$ cat src/rtl/muldiv_pkg.sv
// Shared types and ALU function codes for the iterative HI/LO multiply/divide sequencer.
package muldiv_pkg;

  typedef enum logic [1:0] {
    MD_MULT  = 2'b00,
    MD_MULTU = 2'b01,
    MD_DIV   = 2'b10,
    MD_DIVU  = 2'b11
  } md_op_e;

  typedef enum logic [2:0] {
    ST_IDLE,
    ST_NEGA,
    ST_NEGB,
    ST_ITER,
    ST_FIXLO,
    ST_FIXHI,
    ST_DONE
  } md_state_e;

  // F[3] inverts operand B and supplies carry-in 1; F[2:0] selects AND/OR/ADD.
  localparam logic [3:0] ALU_AND = 4'b0000;
  localparam logic [3:0] ALU_OR  = 4'b0001;
  localparam logic [3:0] ALU_ADD = 4'b0010;
  localparam logic [3:0] ALU_SUB = 4'b1010;
  localparam logic [3:0] ALU_ORN = 4'b1001;

endpackage

$ cat src/rtl/muldiv_iter_step.sv
// One shift-add multiply or restoring-divide iteration: ALU operand selection and next accumulator values.
module muldiv_iter_step
  import muldiv_pkg::*;
#(
  parameter int WIDTH = 32
) (
  input  logic             is_div,
  input  logic [WIDTH-1:0] acc_hi,
  input  logic [WIDTH-1:0] acc_lo,
  input  logic [WIDTH-1:0] opnd,
  input  logic [WIDTH-1:0] alu_y,
  output logic [WIDTH-1:0] alu_a,
  output logic [WIDTH-1:0] alu_b,
  output logic [3:0]       alu_f,
  output logic [WIDTH-1:0] hi_nxt,
  output logic [WIDTH-1:0] lo_nxt
);

  logic [WIDTH-1:0] rem_sh;
  logic             take;
  logic             carry;

  // The shifted-out remainder msb means r' exceeds 2^W, so the subtract always succeeds.
  assign rem_sh = {acc_hi[WIDTH-2:0], acc_lo[WIDTH-1]};
  assign take   = acc_hi[WIDTH-1] | (rem_sh >= opnd);
  assign carry  = (alu_y < acc_hi);

  // Operand selection and result update are kept apart so the external ALU path stays acyclic.
  always_comb begin
    if (is_div) begin
      alu_a = rem_sh;
      alu_b = opnd;
      alu_f = ALU_SUB;
    end else begin
      alu_a = acc_hi;
      alu_b = acc_lo[0] ? opnd : '0;
      alu_f = ALU_ADD;
    end
  end

  always_comb begin
    if (is_div) begin
      hi_nxt = take ? alu_y : rem_sh;
      lo_nxt = {acc_lo[WIDTH-2:0], take};
    end else begin
      hi_nxt = {carry, alu_y[WIDTH-1:1]};
      lo_nxt = {alu_y[0], acc_lo[WIDTH-1:1]};
    end
  end

endmodule

$ cat src/rtl/muldiv_seq.sv
// Iterative MIPS MULT/MULTU/DIV/DIVU sequencer that borrows the EX-stage ALU; signed support
// (sign-magnitude pre/post fix-up states) is built only when MULDIV_SIGNED_EN is defined.
module muldiv_seq
  import muldiv_pkg::*;
#(
  parameter int WIDTH = 32
) (
  input  logic             clk,
  input  logic             reset,
  input  logic             start,
  input  logic [1:0]       op,
  input  logic [WIDTH-1:0] a,
  input  logic [WIDTH-1:0] b,
  input  logic             flush,
  output logic             busy,
  output logic             done,
  output logic [WIDTH-1:0] hi,
  output logic [WIDTH-1:0] lo,
  output logic             alu_req,
  output logic [WIDTH-1:0] alu_a,
  output logic [WIDTH-1:0] alu_b,
  output logic [3:0]       alu_f,
  input  logic [WIDTH-1:0] alu_y
);

  localparam int CW = $clog2(WIDTH) + 1;

  md_state_e        state, state_nxt;
  md_op_e           op_e;
  logic [CW-1:0]    count, count_nxt;
  logic [WIDTH-1:0] acc_hi, acc_hi_nxt;
  logic [WIDTH-1:0] acc_lo, acc_lo_nxt;
  logic [WIDTH-1:0] opnd, opnd_nxt;
  logic             is_div, is_div_nxt;
  logic             op_div;
  logic [WIDTH-1:0] step_a, step_b, step_hi, step_lo;
  logic [3:0]       step_f;
`ifdef MULDIV_SIGNED_EN
  logic             is_signed, is_signed_nxt;
  logic             rneg, rneg_nxt;
  logic             qneg, qneg_nxt;
  logic             op_signed;

  assign op_signed = (op_e == MD_MULT) || (op_e == MD_DIV);
`endif

  assign op_e   = md_op_e'(op);
  assign op_div = (op_e == MD_DIV) || (op_e == MD_DIVU);
  assign busy   = (state != ST_IDLE);
  assign done   = (state == ST_DONE);

  muldiv_iter_step #(.WIDTH(WIDTH)) u_step (
    .is_div (is_div),
    .acc_hi (acc_hi),
    .acc_lo (acc_lo),
    .opnd   (opnd),
    .alu_y  (alu_y),
    .alu_a  (step_a),
    .alu_b  (step_b),
    .alu_f  (step_f),
    .hi_nxt (step_hi),
    .lo_nxt (step_lo)
  );

  // NOTE: every output gets a default before the case so no path leaves a latch behind.
  always_comb begin
    alu_req = 1'b0;
    alu_a   = '0;
    alu_b   = '0;
    alu_f   = ALU_AND;
    case (state)
      ST_ITER: begin
        alu_req = 1'b1;
        alu_a   = step_a;
        alu_b   = step_b;
        alu_f   = step_f;
      end
`ifdef MULDIV_SIGNED_EN
      ST_NEGA: begin
        alu_req = 1'b1;
        alu_b   = acc_lo;
        alu_f   = ALU_SUB;
      end
      ST_NEGB: begin
        alu_req = 1'b1;
        alu_b   = opnd;
        alu_f   = ALU_SUB;
      end
      ST_FIXLO: begin
        alu_req = 1'b1;
        alu_b   = acc_lo;
        alu_f   = ALU_SUB;
      end
      ST_FIXHI: begin
        // A borrow only propagates into HI when the negated LO is zero; otherwise HI is just inverted.
        alu_req = 1'b1;
        alu_b   = acc_hi;
        alu_f   = (!is_div && acc_lo != '0) ? ALU_ORN : ALU_SUB;
      end
`endif
      default: ;
    endcase
  end

  always_comb begin
    state_nxt  = state;
    count_nxt  = count;
    acc_hi_nxt = acc_hi;
    acc_lo_nxt = acc_lo;
    opnd_nxt   = opnd;
    is_div_nxt = is_div;
`ifdef MULDIV_SIGNED_EN
    is_signed_nxt = is_signed;
    rneg_nxt      = rneg;
    qneg_nxt      = qneg;
`endif
    case (state)
      ST_IDLE: begin
        if (start && !flush) begin
          is_div_nxt = op_div;
          acc_hi_nxt = '0;
          acc_lo_nxt = a;
          opnd_nxt   = b;
          count_nxt  = CW'(WIDTH);
`ifdef MULDIV_SIGNED_EN
          is_signed_nxt = op_signed;
          rneg_nxt      = op_div ? a[WIDTH-1] : (a[WIDTH-1] ^ b[WIDTH-1]);
          qneg_nxt      = a[WIDTH-1] ^ b[WIDTH-1];
`endif
          if (op_div && b == '0) begin
            state_nxt  = ST_DONE;
            acc_hi_nxt = a;
            acc_lo_nxt = '1;
          end
`ifdef MULDIV_SIGNED_EN
          else if (op_signed) state_nxt = ST_NEGA;
`endif
          else state_nxt = ST_ITER;
        end
      end
      ST_ITER: begin
        acc_hi_nxt = step_hi;
        acc_lo_nxt = step_lo;
        count_nxt  = count - CW'(1);
        if (count == CW'(1)) begin
`ifdef MULDIV_SIGNED_EN
          state_nxt = is_signed ? ST_FIXLO : ST_DONE;
`else
          state_nxt = ST_DONE;
`endif
        end
      end
`ifdef MULDIV_SIGNED_EN
      ST_NEGA: begin
        if (acc_lo[WIDTH-1]) acc_lo_nxt = alu_y;
        state_nxt = ST_NEGB;
      end
      ST_NEGB: begin
        if (opnd[WIDTH-1]) opnd_nxt = alu_y;
        state_nxt = ST_ITER;
      end
      ST_FIXLO: begin
        if (is_div ? qneg : rneg) acc_lo_nxt = alu_y;
        state_nxt = ST_FIXHI;
      end
      ST_FIXHI: begin
        if (rneg) acc_hi_nxt = alu_y;
        state_nxt = ST_DONE;
      end
`endif
      ST_DONE: state_nxt = ST_IDLE;
      default: state_nxt = ST_IDLE;
    endcase
    if (flush && state != ST_IDLE) state_nxt = ST_IDLE;
  end

  // NOTE: registered state uses non-blocking assignments so every flop samples pre-edge values.
  always_ff @(posedge clk or posedge reset) begin
    if (reset) begin
      state  <= ST_IDLE;
      count  <= '0;
      acc_hi <= '0;
      acc_lo <= '0;
      opnd   <= '0;
      is_div <= 1'b0;
      hi     <= '0;
      lo     <= '0;
`ifdef MULDIV_SIGNED_EN
      is_signed <= 1'b0;
      rneg      <= 1'b0;
      qneg      <= 1'b0;
`endif
    end else begin
      state  <= state_nxt;
      count  <= count_nxt;
      acc_hi <= acc_hi_nxt;
      acc_lo <= acc_lo_nxt;
      opnd   <= opnd_nxt;
      is_div <= is_div_nxt;
`ifdef MULDIV_SIGNED_EN
      is_signed <= is_signed_nxt;
      rneg      <= rneg_nxt;
      qneg      <= qneg_nxt;
`endif
      if (state_nxt == ST_DONE) begin
        hi <= acc_hi_nxt;
        lo <= acc_lo_nxt;
      end
    end
  end

endmodule
$ cat config.mk
export PLATFORM = sky130hd
export DESIGN_NAME = muldiv_seq
export DESIGN_NICKNAME = d
export VERILOG_FILES = /design/src/rtl/muldiv_pkg.sv /design/src/rtl/muldiv_iter_step.sv /design/src/rtl/muldiv_seq.sv
export SDC_FILE = /design/constraint.sdc
export NUM_CORES = 1
export LEC_CHECK = 0
export ABC_CLOCK_PERIOD_IN_PS = 6470
export BUFFER_PORTS_ARGS = -buffer_cell sky130_fd_sc_hd__buf_2
export CELL_PAD_IN_SITES_DETAIL_PLACEMENT = 1
export CELL_PAD_IN_SITES_GLOBAL_PLACEMENT = 1
export CORE_MARGIN = 10
export CORE_UTILIZATION = 41
export DETAILED_ROUTE_END_ITERATION = 6
export PLACE_DENSITY_LB_ADDON = 0.12
export SYNTH_ARGS = -nofsm -noshare
export SYNTH_HDL_FRONTEND = slang
export SYNTH_SLANG_ARGS = --single-unit
$ cat constraint.sdc
create_clock -name clk -period 6.47 [get_ports clk]
set_clock_uncertainty 0.2 [all_clocks]
set_input_delay 0.9705 -clock clk [delete_from_list [all_inputs] [get_ports clk]]
set_output_delay 0.9705 -clock clk [all_outputs]
set_load 0.01 [all_outputs]
==> impl_metrics.yaml, run 1 <==
synth:
  post-synth-top-area-cell: "sky130_fd_sc_hd__dfrtp_1"
  post_synth_main_area_contributors: "sky130_fd_sc_hd__dfrtp_1 (41%), sky130_fd_sc_hd__ha_1 (7.8%), sky130_fd_sc_hd__o21ai_0 (6.6%)"
  synth_seq_cells: 170
  syn_area_per_cell_um2: 8.92
  synth_top_family_by_area: "compound AO/OA/AOI/OAI gates"
  top_area_cell_type_share_of_the_netlist_area: 0.409
  synth_area_um2: 10400
  muxShareOfSynthArea: 0.0947
  synth_enable_flop_cells: 0
  yosysSeqAreaShare: 0.409
  synthesis.instances: 1167
  ys_async_sr_fraction: 1.00
  simple_gate_share_of_the_synthesized_area: 0.159
  leading_register_cell_type_out_of_synthesis: "sky130_fd_sc_hd__dfrtp_1"
  compound_cell_area_share_of_the_yosys_netlist: 0.200
  yosys.area_share.xor_xnor: 0
  yosys.area_share.adder: 0.0781
  synth_cell_type_count: 57
  synth_warnings: 0
power:
  leakage_nw: 5.69
  p_total_w: 0.00333
  ir_drop_mv: 0.164
  power_per_cell_area_nw_per_um2: 267
die:
  floorplan.io_pins: 237
  floorplan.die_area_um2: 32200
  placeableCoreArea_um2: 25100
  initial_core_util: 0.415
  row_count: 58
  chipHeight_um: 179
  die_width_um: 179
timing:
  final-setup-viol-count: 0
  grt_setup_unrepaired: "no"
  finalHoldViolCount: 0
  timing.hold.ws_ns: 0.290
  final_max_slew_viol_count: 0
  worst_margin_slew_ns: 1.16
  maximum_clock_frequency_ghz: 0.255
  fin_crit_ns: 3.93
  layout_worst_path_cycle_share: 0.607
  setup-tns-final_ns: 0
  max-slew-margin-rel: 0.226
cts:
  cts.root.buffer_cell: "sky130_fd_sc_hd__clkbuf_16"
  tritoncts_num_sinks: 170
  max-clock-path-buffers: 2
  cts_tree: "yes"
  total_clock_buffers_created_by_cts: 17
  clkTransAtPathRegs_ns: 0.07
  hold_buffers_post_cts: 0
  cts_max_level: 4
  cts.repair_timing.setup_buffer_count: 0
  worstSkewPairLatency_ns: 0.43
  post_cts.resized_instances: 0
placement:
  dpl.hpwl_mm: 28.0
  place_congestion: 0.876
  dpl-instance-area_um2: 11800
  io_buffer_count: 233
final_layout:
  synthToLayoutAreaGrowth_pct: 19.5
  design_area_um2: 12400
  fillerInstances: 3025
  share_of_cells_above_drive_strength_1: 0.257
  fin_util: 0.496
  design.final.nets: 1516
worst_setup_path:
  path_max_fanout: 19
  crit_path_start_kind: "input pin"
  timing.critical_path.required_ns: 6.57
  cell_at_the_slowest_stage_of_the_critical_path: "sky130_fd_sc_hd__nor2_2"
  crit_chain: "buf_2, nor4_1, nand4_1, or3_1, o22a_1, nor2_2, buf_4, a31oi_1"
  endpoint_class_of_the_critical_path: "flip-flop"
  cpPeakStageDelay_ns: 0.86
  cp_data_arrival_time_ns: 4.03
  setup.worst_path.class: "input pin to flip-flop"
flow_run:
  maxCapViolations: 0
route:
  vias_after_detailed_routing: 9786
  route.detailed.vias_per_inst: 5.77
  detail_route.wirelength_mm: 37.8
  drt.antenna.violating_nets: 0
  detail_route.iter0.violations: 721
  post_drt_wl_per_cell_um: 22.3
  detail_route.drc_violations: 0
  drt-pass1-iter-count: 5
run_status:
  outcome: "complete, no violations"
grt:
  globalRoute.totalOverflow: 0
  grt_start_max_net_pins: 81
  globalRouteTotalUtil: 0.231
  antenna_found_initial: 6
  via_count_of_the_first_global_routing_pass: 10200
  grt_pass1_wl_mm: 58.6
hold_path:
  worst_hold_path_type: "flip-flop to flip-flop"
[logic make-up (layout without fill, tap and decap cells)]
group	after synthesis	after routing
AO/OA/AOI/OAI	318	318
adder cells (fa/ha/maj)	65	65
buffers and inverters	158	352
flip-flops	170	170
multiplexers	94	94
other	1	6
AND/OR/NAND/NOR	361	361
[registers in the layout (all words and copies together) (netlist names)]
name and flops:
acc_lo 32, count 6, is_div 1, opnd 32, acc_hi 32, lo 32
state 3, hi 32
[path summary, 6_finish.rpt]
kind,slack (ns),start,depth (start not counted),to
setup / recovery,2.54,b[5],8,hi[13]
hold / removal,0.29,count[5],1,count[5]
setup reg to reg,2.57,acc_hi[29],8,hi[31]
hold reg to reg,0.29,count[5],1,count[5]
max in group asynchronous,4.30,reset,3,acc_hi[20]
min in group asynchronous,0.35,reset,2,opnd[24]
[routing by layer]
layer	part of all wire	global-route usage	vias to the layer above
li1	-	-	4619
met1	0.46	0.313	4877
met2	0.46	0.363	254
met3	0.071	0.0583	32
met4	0.012	0.0519	4
met5	0.00063	0	-
[synth_stat cells (all sizes together) (2+ instances only)]
library cell,n
dfrtp,170
o21ai,137
nand2,121
nor2,80
inv,71
ha,65
clkbuf,63
mux2i,61
nor3,45
nand3,44
a31oi,33
mux2,33
a22oi,31
a31o,31
or3,31
o221ai,29
buf,24
a21oi,23
nor4,13
nand4,10
a21o,7
o21a,5
a221o,3
a221oi,3
and2,3
nand2b,3
a211oi,2
a21boi,2
a311oi,2
and3,2
and4,2
o31a,2
or4,2
[placed cells by master, fill, tap and decap left out, types with 33 or more instances in the layout]
cell                      instances
sky130_fd_sc_hd__buf_2          233
sky130_fd_sc_hd__inv_1           70
sky130_fd_sc_hd__mux2i_1         61
sky130_fd_sc_hd__nor3_1          44
sky130_fd_sc_hd__nand2_1        121
sky130_fd_sc_hd__a31oi_1         33
sky130_fd_sc_hd__dfrtp_1        169
sky130_fd_sc_hd__ha_1            65
sky130_fd_sc_hd__o21ai_0        136
sky130_fd_sc_hd__nor2_1          74
sky130_fd_sc_hd__nand3_1         44
[stage by stage]
stage,worst slack [ns],instances
global placement,2.22,1660
global route,2.35,1694
finish,2.54,1696
CTS,2.54,1692
floorplan,0.696,1168
detailed placement,2.17,1660
[where the power goes]
part,total (W),switching (W),leakage [nW],internal (W)
combinational,0.000873,0.000531,3.28,0.000342
sequential,0.00140,0.000185,2.13,0.00121
clock,0.00105,0.000504,0.284,0.000551
[layout make-up]
type	count	area [µm²]	share of cell area
multi-input combinational	840	5600	0.450
sequential	170	4260	0.342
timing repair buffer	249	1300	0.104
clock buffer	18	429	0.0345
tap	330	413	0.0332
inverter	71	272	0.0218
clock inverter	14	163	0.0131
antenna	4	10.0	0.000805
[worst max-delay path, delay by kind of cell]
kind	cells	cell delay, ns
AO/OA/AOI/OAI	2	0.37
AND/OR/NAND/NOR	4	2.18
buffers and inverters	2	0.48
Note: power is estimated with default switching activity, not from simulation.
==> run 2, diff against run 1 <==
ABC_AREA = 1   (was not set)
ABC_CLOCK_PERIOD_IN_PS = 4050   (was 6470)
CORE_UTILIZATION = 39   (was 41)
clock period = 4.05 ns   (was 6.47 ns; I/O delays follow)
==> impl_metrics.yaml, run 2 <==
run_status:
  outcome: "complete, no violations"
route:
  drt-pass1-iter-count: 5
  detail_route.drc_violations: 0
  detail_route.wirelength_mm: 44.1
  detail_route.iter0.violations: 884
  vias_after_detailed_routing: 11700
  post_drt_wl_per_cell_um: 20.1
  wl_met3_mm: 2.83
  wirelength_met1_mm: 21.0
  drt.antenna.violating_nets: 0
  route.detailed.vias_per_inst: 5.33
  uppermost_layer_routed: "met5"
  dr_wl_met2_mm: 18.8
synth:
  synth_cell_type_count: 41
  post-synth-top-area-cell: "sky130_fd_sc_hd__dfrtp_1"
  leading_register_cell_type_out_of_synthesis: "sky130_fd_sc_hd__dfrtp_1"
  synth_warnings: 0
  top_area_cell_type_share_of_the_netlist_area: 0.379
  yosysSeqAreaShare: 0.379
  post_synth_main_area_contributors: "sky130_fd_sc_hd__dfrtp_1 (38%), sky130_fd_sc_hd__nand2_1 (16%), sky130_fd_sc_hd__ha_1 (7.2%)"
  synth_enable_flop_cells: 0
  yosysMostFrequentCell: "sky130_fd_sc_hd__nand2_1"
  synthesis.instances: 1618
  synth_seq_cells: 170
  synth_top_cells_by_count: "sky130_fd_sc_hd__nand2_1 (486), sky130_fd_sc_hd__nor2_1 (187), sky130_fd_sc_hd__dfrtp_1 (170)"
  ys_async_sr_fraction: 1.00
  synth_area_um2: 11200
  syn_area_per_cell_um2: 6.94
placement:
  placement.setup.worst_slack_ns: 0.835
  io_buffer_count: 233
  place_congestion: 0.861
  dpl.hpwl_mm: 32.1
timing:
  fin_crit_ns: 3.30
  maximum_clock_frequency_ghz: 0.303
  final_max_slew_viol_count: 0
  worst_margin_slew_ns: 1.01
  final-setup-viol-count: 0
  setup-tns-final_ns: 0
  layout_worst_path_cycle_share: 0.816
  post-route-worst-setup-slack_ns: 0.746
  max-slew-margin-rel: 0.326
  grt_setup_unrepaired: "no"
  finalHoldViolCount: 0
cts:
  clkTransAtPathRegs_ns: 0.08
  cts_max_level: 4
  worstSkewPairLatency_ns: 0.45
  cts_tree: "yes"
  cts.root.buffer_cell: "sky130_fd_sc_hd__clkbuf_16"
  total_clock_buffers_created_by_cts: 17
  max-clock-path-buffers: 2
  hold_buffers_post_cts: 0
  post_cts.resized_instances: 0
  tritoncts_num_sinks: 170
  cts.repair_timing.setup_buffer_count: 0
flow_run:
  maxCapViolations: 0
power:
  leakage_nw: 7.18
  total_switching_power_w: 0.00287
  switching_share: 0.429
  clock_power_share: 0.273
  ir_drop_mv: 0.319
  power_per_cell_area_nw_per_um2: 503
  p_int_w: 0.00382
  part_of_the_power_in_combinational_logic: 0.372
  share_seq_of_total_power: 0.355
worst_setup_path:
  path_max_fanout: 81
  setup.worst_path.class: "flip-flop to primary output"
  crit_path_start_kind: "flip-flop"
  timing.critical_path.required_ns: 3.24
  cp_data_arrival_time_ns: 2.50
  endpoint_class_of_the_critical_path: "primary output"
final_layout:
  share_of_cells_above_drive_strength_1: 0.173
  layout_common_cells: "sky130_fd_sc_hd__nand2_1 (484), sky130_fd_sc_hd__buf_2 (233), sky130_fd_sc_hd__nor2_1 (185), sky130_fd_sc_hd__dfrtp_1 (169), sky130_fd_sc_hd__inv_1 (144)"
  synthToLayoutAreaGrowth_pct: 18.4
  design.final.nets: 1961
  fin_util: 0.466
  fillerInstances: 3758
  final_common_cell: "sky130_fd_sc_hd__nand2_1"
grt:
  globalRoute.totalOverflow: 0
  via_count_of_the_first_global_routing_pass: 12000
  globalRouteTotalUtil: 0.241
  grt_start_max_net_pins: 133
  grt_pass1_wl_mm: 68.6
  antenna_found_initial: 7
die:
  row_count: 62
  placeableCoreArea_um2: 28500
  initial_core_util: 0.393
  floorplan.io_pins: 237
  die_width_um: 190
  floorplan.die_area_um2: 36000
  chipHeight_um: 190
hold_path:
  worst_hold_path_type: "input pin to async pin"
run 2: changes by cell type in the layout (fill, tap and decap cells not counted), sizes merged, moves of 31 or more:
cell,delta
nor2,+109
a31o,-31
mux2,-33
inv,+76
mux2i,-61
or3,-31
a31oi,-32
nand2,+367
nand3,+38
a21oi,+105
run 2: kinds of logic (layout without fill, tap and decap cells):
kind of cell / after synthesis / after routing / synth area share
buffers and inverters: 251 / 439 / 0.0920
DFF: 170 / 170 / 0.379
AOI/OAI and AO/OA: 311 / 311 / 0.157
other: 1 / 6 / 0.000334
and+or+nand+nor: 820 / 820 / 0.299
adders and majority gates: 65 / 65 / 0.0724
run 2: through the flow:
stage                     area, µm²  power (W)  instances  hold WS (ns)
after floorplan               11200    0.00398       1619         0.253
after global placement        12700    0.00476       2159         0.259
after detailed placement      12700    0.00485       2159         0.262
after CTS                     13300    0.00670       2191        0.0846
after global routing          13300    0.00716       2194        0.0996
final                         13300    0.00669       2195        0.0777
run 2: area by class of cell:
class,instances,area (µm²),area share
clock buffers,18,439,0.0330
flip-flops and latches,170,4260,0.320
clock inverters,14,184,0.0138
inverters,150,567,0.0426
diodes,4,10.0,0.000753
well taps,384,480,0.0361
repair buffers,257,1380,0.104
multi-input cells,1198,5980,0.449
run 2: power groups by stage:
stage	clock network, W	registers, W	logic (W)
2_1_floorplan	0	0.00223	0.00175
3_3_place_gp	0	0.00239	0.00237
3_5_place_dp	0	0.00240	0.00246
4_1_cts	0.00185	0.00237	0.00249
5_1_grt	0.00191	0.00243	0.00282
6_report	0.00182	0.00238	0.00249
run 2: per-layer routing:
layer / vias to the layer above / track usage
li1: 5612 / -
met1: 5716 / 0.334
met2: 317 / 0.354
met3: 58 / 0.0584
met4: 6 / 0.0965
met5: - / 0
run 2: final timing paths:
| kind | slack [ns] | from | depth (start not counted) | endpoint |
|---|---|---|---|---|
| min in group clk | 0.18 | b[14] | 3 | opnd[14] |
| min reg2reg | 0.28 | lo[27] | 2 | lo[27] |
| min | 0.08 | reset | 3 | is_div |
| max reg2reg | 1.10 | acc_hi[14] | 16 | hi[9] |
| max | 0.75 | is_div | 4 | alu_a[3] |
| max in group asynchronous | 2.93 | reset | 3 | acc_hi[15] |
run 2: critical path, stage by stage (launching register included):
cell and delay (ns):
sky130_fd_sc_hd__dfrtp_4 0.99, sky130_fd_sc_hd__buf_4 0.34, sky130_fd_sc_hd__nor2_1 0.07, sky130_fd_sc_hd__a211oi_1 0.39, sky130_fd_sc_hd__buf_2 0.22
